**src/rtl/axilite_regfile_slave.sv**
```systemverilog
// axilite_regfile_slave
//
// AXI-Lite responder exposing a bank of 32-bit control/status registers.
// Indices 0..NUM_REGS-2 are read/write; index NUM_REGS-1 is a read-only
// ID register that always returns ID_VALUE. Accesses to the ID register
// (writes only) and to any index >= NUM_REGS complete with SLVERR.
//
// The write address and write data channels are buffered independently,
// so AW and W may arrive in either order or in the same cycle. The
// register update happens on the edge after both buffers are full, and
// the write response is raised on that same edge.
//
// Ports
//   aclk, areset      clock (rising edge), asynchronous active-high reset
//   aw*/w*/b*         AXI-Lite write address / data / response channels
//   ar*/r*            AXI-Lite read address / data channels
//   regs_o            flattened register contents, reg i at [i*32 +: 32]
//   wr_pulse_o        bit i pulses for one cycle after reg i is written

module axilite_regfile_slave #(
  parameter int                    ADDR_WIDTH = 10,
  parameter int                    DATA_WIDTH = 32,
  parameter int                    NUM_REGS   = 16,
  parameter logic [DATA_WIDTH-1:0] ID_VALUE   = 32'hA11E_0001
) (
  input  logic                             aclk,
  input  logic                             areset,

  input  logic [ADDR_WIDTH-1:0]            awaddr,
  input  logic                             awvalid,
  output logic                             awready,

  input  logic [DATA_WIDTH-1:0]            wdata,
  input  logic [DATA_WIDTH/8-1:0]          wstrb,
  input  logic                             wvalid,
  output logic                             wready,

  output logic [1:0]                       bresp,
  output logic                             bvalid,
  input  logic                             bready,

  input  logic [ADDR_WIDTH-1:0]            araddr,
  input  logic                             arvalid,
  output logic                             arready,

  output logic [DATA_WIDTH-1:0]            rdata,
  output logic [1:0]                       rresp,
  output logic                             rvalid,
  input  logic                             rready,

  output logic [NUM_REGS*DATA_WIDTH-1:0]   regs_o,
  output logic [NUM_REGS-1:0]              wr_pulse_o
);

  localparam int STRB_W = DATA_WIDTH / 8;
  localparam int IDX_W  = ADDR_WIDTH - 2;
  localparam int RIDX_W = $clog2(NUM_REGS);

  // Word index of the read-only ID register; anything below it is writable.
  localparam logic [IDX_W-1:0] ID_IDX = IDX_W'(NUM_REGS - 1);

  localparam logic [1:0] RESP_OKAY   = 2'b00;
  localparam logic [1:0] RESP_SLVERR = 2'b10;

  // Writable register storage (the ID register has no storage).
  logic [DATA_WIDTH-1:0] regs [0:NUM_REGS-2];

  // Write-side buffers
  logic                  aw_full;
  logic [IDX_W-1:0]      aw_idx;
  logic                  w_full;
  logic [DATA_WIDTH-1:0] w_data;
  logic [STRB_W-1:0]     w_strb;

  // Read-side decode
  logic [IDX_W-1:0]      ar_idx;
  logic [DATA_WIDTH-1:0] rd_mux;
  logic [1:0]            rd_resp_mux;

  // Byte-lane offset bits are never decoded.
  logic unused_addr_lsbs;
  assign unused_addr_lsbs = ^{awaddr[1:0], araddr[1:0]};

  // Ready outputs are held low for the whole reset assertion. A pending
  // write response blocks both write channels so at most one write is in
  // flight at a time.
  assign awready = !aw_full && !bvalid && !areset;
  assign wready  = !w_full  && !bvalid && !areset;
  assign arready = !rvalid  && !areset;

  // --------------------------------------------------------------------
  // Write path: buffers, commit, response
  // --------------------------------------------------------------------
  always_ff @(posedge aclk or posedge areset) begin
    if (areset) begin
      aw_full    <= 1'b0;
      aw_idx     <= '0;
      w_full     <= 1'b0;
      w_data     <= '0;
      w_strb     <= '0;
      bvalid     <= 1'b0;
      bresp      <= RESP_OKAY;
      wr_pulse_o <= '0;
      for (int i = 0; i < NUM_REGS - 1; i++) begin
        regs[i] <= '0;
      end
    end else begin
      wr_pulse_o <= '0;

      if (awvalid && awready) begin
        aw_full <= 1'b1;
        aw_idx  <= awaddr[ADDR_WIDTH-1:2];
      end

      if (wvalid && wready) begin
        w_full <= 1'b1;
        w_data <= wdata;
        w_strb <= wstrb;
      end

      // Both buffers full: commit. The readys are low while either buffer
      // is full, so no new handshake can coincide with a commit.
      if (aw_full && w_full) begin
        aw_full <= 1'b0;
        w_full  <= 1'b0;
        bvalid  <= 1'b1;
        if (aw_idx < ID_IDX) begin
          bresp <= RESP_OKAY;
          for (int k = 0; k < STRB_W; k++) begin
            if (w_strb[k]) begin
              regs[aw_idx[RIDX_W-1:0]][k*8 +: 8] <= w_data[k*8 +: 8];
            end
          end
          // Pulses even with an all-zero strobe: the write was accepted.
          wr_pulse_o[aw_idx[RIDX_W-1:0]] <= 1'b1;
        end else begin
          bresp <= RESP_SLVERR;
        end
      end

      if (bvalid && bready) begin
        bvalid <= 1'b0;
      end
    end
  end

  // --------------------------------------------------------------------
  // Read path
  // --------------------------------------------------------------------
  always_comb begin
    ar_idx      = araddr[ADDR_WIDTH-1:2];
    rd_mux      = '0;
    rd_resp_mux = RESP_SLVERR;
    if (ar_idx < ID_IDX) begin
      rd_mux      = regs[ar_idx[RIDX_W-1:0]];
      rd_resp_mux = RESP_OKAY;
    end else if (ar_idx == ID_IDX) begin
      rd_mux      = ID_VALUE;
      rd_resp_mux = RESP_OKAY;
    end
  end

  // Captures the register value as it stands before the edge, so a read
  // coinciding with a commit to the same register returns the old value.
  always_ff @(posedge aclk or posedge areset) begin
    if (areset) begin
      rvalid <= 1'b0;
      rdata  <= '0;
      rresp  <= RESP_OKAY;
    end else begin
      if (arvalid && arready) begin
        rvalid <= 1'b1;
        rdata  <= rd_mux;
        rresp  <= rd_resp_mux;
      end else if (rvalid && rready) begin
        rvalid <= 1'b0;
      end
    end
  end

  // --------------------------------------------------------------------
  // Flattened register view; the ID slot carries its constant.
  // --------------------------------------------------------------------
  always_comb begin
    regs_o = '0;
    for (int i = 0; i < NUM_REGS - 1; i++) begin
      regs_o[i*DATA_WIDTH +: DATA_WIDTH] = regs[i];
    end
    regs_o[(NUM_REGS-1)*DATA_WIDTH +: DATA_WIDTH] = ID_VALUE;
  end

endmodule

```
**config.mk**
```make
export PLATFORM = sky130hd
export DESIGN_NAME = axilite_regfile_slave
export DESIGN_NICKNAME = d
export VERILOG_FILES = /design/src/rtl/axilite_regfile_slave.sv
export SDC_FILE = /design/constraint.sdc
export NUM_CORES = 1
export LEC_CHECK = 0
export CAP_MARGIN = 20
export CORE_MARGIN = 2
export CORE_UTILIZATION = 35
export DETAILED_ROUTE_END_ITERATION = 16
export GPL_ROUTABILITY_DRIVEN = 0
export GPL_TIMING_DRIVEN = 0
export HOLD_SLACK_MARGIN = 0.15
export SYNTH_ARGS = -nofsm -noshare
export SYNTH_HDL_FRONTEND = slang
export SYNTH_SLANG_ARGS = --single-unit
export TNS_END_PERCENT = 1
```
**constraint.sdc**
```tcl
create_clock -name aclk -period 18.6 [get_ports aclk]
set_input_delay 2.79 -clock aclk [delete_from_list [all_inputs] [get_ports aclk]]
set_output_delay 2.79 -clock aclk [all_outputs]
set_load 0.005 [all_outputs]
```
After elaboration in Yosys (flattened, before gate mapping). Cells that the tools add are included. Widths: inputs -> output; s select.

$lt $le $gt $ge: 7. Eq/ne operators: 1. Muxes and demuxes: 42. Bitwise logic cells: 2. Reductions and logical operators: 23.

Operator list (number): $mux 480 (10); $bwmux 480 (4); $demux 32 s4 (4); $mux 32 (5); $bmux 32 s4 (1); $mux 16 (3); $mux 24 (1); $lt 8x4->1 const B (2); $logic_and 1x1->1 (13); $ge 5x5->1 const B (2); $not 4->5 (2); $mux 1 (9); $eq 8x4->1 const B (1); $mux 8 (1); $reduce_bool 2->1 (4); $mux 2 (3); $logic_not 1->1 (5); $lt 4x5->1 const B (1); $lt 5x1->1 const B (1); $demux 1 s4 (1); $ge 4x1->1 const B (1); $reduce_and 2->1 (1).

Register bits after elaboration: 580. Logic and storage cells: 101.

Depth between registers and ports, before layout.
Depth in word-level cells: 19. Mapped depth: 8.

Worst setup path after synthesis. OpenSTA, ideal clock, no wires.

Kind: input-to-output. From: input areset. To: output awready. Arrival time: 2981 ps. Data required time: 15810 ps. Path slack: 12829 ps. Cell stages on the path: 1. Cell sequence: nor3_1.

Word-level cells in the longest chain between the ends: 2.

Ends and longest elaborated chain: from (decl) (RTL line 27) `input logic areset,`; $logic_not 1->1 (no source line); $logic_and 1x1->1 (RTL line 87) `assign awready = !aw_full && !bvalid && !areset;`; to (decl) (RTL line 31) `output logic awready,`.

No other way between the ends.

Final worst setup path. Ends and elaborated chain as after synthesis.

==> metrics.txt <==
status=finished clean; H-Tree Depth=3; CTS root buf=clkbuf_16; clock transition at the registers of the reported paths=0.06 ns; first-pass GRT wire length=162,200 µm; Clock Sink Count=578; final non-filler cell total=3,572; worst hold path depth=2; Leak=17.40 nW; total grt overflow=0; synthesized area=0.02680 mm²; Synth cell types=52; die area=0.07880 mm²; Post-DP Area=0.03477 mm²; post-synthesis register bit count=578; Worst Tran Pin Value=1.176 ns; crit path DAT=4.36 ns; placed cells=3,446; Residual DRC=0; Tcrit/Tclk final=0.3845; Seq/Total Area, Yosys=0.5397; drt wl/cell=33.08 µm; Slew HR=0.2158; Cells after Synth=1,803; largest area contributor in the netlist=dfrtp_1; max cap viols=0; final setup violation count=0; Startpoint Class=input port; Layout area overhead=38.39%; share of layout cells above drive strength 1=0.3360; Synth Area in XOR/XNOR=0; die height=280.7 µm; post-cts sizing count=0; Overall Power=0.003735 W; initial antenna violation count=6; TritonCTS clock tree=done; Synth Area per Inst=14.86 µm²; fin crit period=7.151 ns; number of I/O pins=632; TritonRoute pass-1 iters=5; share of Yosys cell area claimed by the top area cell type=0.5397; fmax=0.1398 GHz; DRT antenna net count=0; Setup WS post-layout=11.45 ns; Place WS=11.47 ns; drt total wl=118,200 µm; average via count per standard cell=5.470; die extent in x=280.7 µm; ys async rst share=1.000; post-synthesis compound-gate area fraction=0.03567; CTS hold repair buffers=0; main combinational cell family by area after synthesis=multiplexers; setup tns final=0 ns; post-CTS setup buffers=0; RSZ-0062 raised after global routing=no; Filler Cell Count=6,661; synth top area cells=dfrtp_1, mux2_2, mux2_4; Buffers on Ports=590; Total GRT Usage=0.2968; final hold viol count=0; core area=0.07582 mm²; Worst R2R Path Depth=4; met3 Resource Use GR=0.07266; Max IR drop VDD=0.06409 mV; vias in the first global route=20,240; Layout Nets=2,605; Initial Utilization=0.3535; Synth Area in Simple Gates=0.06443; # rows=101; Final HPWL DP=87,520 µm; CTS max path bufs=3; routing usage on met1=0.3888; Crit path required time=15.81 ns; met2 usage=0.4874; drt initial violations=1,405; Final Max Slew Viols=0; clk_skew=0.02312 ns; WS Path Type=input port to primary output; class of the worst hold path=register to register; largest net degree at the start of global routing=44; Adder-Cell Fraction of Synth Area=0; Num CTS Buffers=67; Design Area, Final=0.03709 mm²; CP endpoint kind=primary output; synth warn=0; P per Cell Area=100.7 mW/mm²; post-synthesis mux area share=0.3286; Crit Path Max Fanout=5; worst-skew pair later-pin latency=0.61 ns; ys flop type=dfrtp_1; vias=19,540; gr busiest metal=met2; number of synthesized flops with an enable pin=0
-- worst paths after layout --
kind	slack (ns)	startpoint	endpoint
max in group asynchronous	13.52	areset	regs_o[197]
worst min-delay path	0.48	rdata[21]	rdata[21]
worst max-delay path	11.45	areset	awready
worst max register to register	15.17	aw_idx[2]	regs_o[83]
min in group asynchronous	2.93	areset	regs_o[60]
worst min register to register	0.48	rdata[21]	rdata[21]
-- metal layers --
metal | share of wire | vias up | wire, µm
met5 | 0.00023 | - | 27
met4 | 0.028 | 4 | 3364
met3 | 0.072 | 184 | 8533
met2 | 0.48 | 822 | 57050
met1 | 0.42 | 10440 | 49180
li1 | - | 8090 | -
-- cell families after synthesis --
family                 Yosys count
multiplexers                   692
other                            2
flip-flops                     578
buffers and inverters          158
AND/OR/NAND/NOR                253
AO/OA/AOI/OAI                  120
-- worst max-delay path, stage by stage --
cell,delay (ns)
clkdlybuf4s50_1,0.66
nor3_1,0.33
clkdlybuf4s50_1,0.58
-- final cells by class --
| cell class | count | area, µm² | share of cell area |
|---|---|---|---|
| Tap cell | 978 | 1224 | 0.03299 |
| Multi-Input combinational cell | 1100 | 11620 | 0.3133 |
| Inverter | 6 | 26.28 | 0.0007084 |
| Antenna cell | 2 | 5.005 | 0.0001349 |
| Sequential cell | 578 | 14460 | 0.3900 |
| Timing Repair Buffer | 637 | 6656 | 0.1795 |
| Clock inverter | 17 | 261.5 | 0.007050 |
| Clock buffer | 102 | 2012 | 0.05424 |
| Buffer | 152 | 820.8 | 0.02213 |
-- sequential cells by signal, summed over array words and instances (netlist names) --
register / cells
bvalid: 1
wr_pulse_o: 16
rdata: 32
w_strb: 4
rvalid: 1
aw_full: 1
regs_o: 480
bresp: 1
aw_idx: 8
w_data: 32
rresp: 1
w_full: 1
-- cell usage after synthesis, drive strengths merged, types with 3 or more instances --
library cell / instances
mux2i: 95
and2: 8
o21ai: 5
a211oi: 34
mux4: 66
a2bb2oi: 19
nand3: 29
a221oi: 9
buf: 78
inv: 6
o41ai: 24
a22oi: 14
nor2b: 13
nor4: 4
a211o: 5
a21oi: 3
nor3: 9
o2bb2ai: 3
nand2: 74
dfrtp: 578
nand2b: 4
nor2: 91
or3: 4
clkbuf: 74
and3: 5
nor3b: 4
mux2: 531
-- power breakdown --
part | internal [W] | switching [W] | total [W]
clock network | 0.000820 | 0.000556 | 0.00138
registers | 0.00139 | 0.000168 | 0.00155
logic | 0.000365 | 0.000440 | 0.000805
-- cells in the final DEF (no fill, tap or decap), drive strengths merged, types with 24 or more instances in the layout --
| cell | n |
|---|---|
| clkdlybuf4s50 | 590 |
| nand2 | 74 |
| conb | 35 |
| nand3 | 29 |
| clkbuf | 177 |
| mux2i | 95 |
| o41ai | 24 |
| nor2 | 91 |
| mux4 | 66 |
| dfrtp | 578 |
| buf | 124 |
| a211oi | 34 |
| mux2 | 531 |
-- per-stage QoR --
step / utilization / hold slack, ns
after global routing: 0.4891 / 0.5100
after CTS: 0.4885 / 0.4819
after global placement: 0.4492 / 0.4609
after floorplan: - / 0.4673
final: 0.4892 / 0.4782
after detailed placement: 0.4585 / 0.4652
Power figures use the tool's default switching activity.
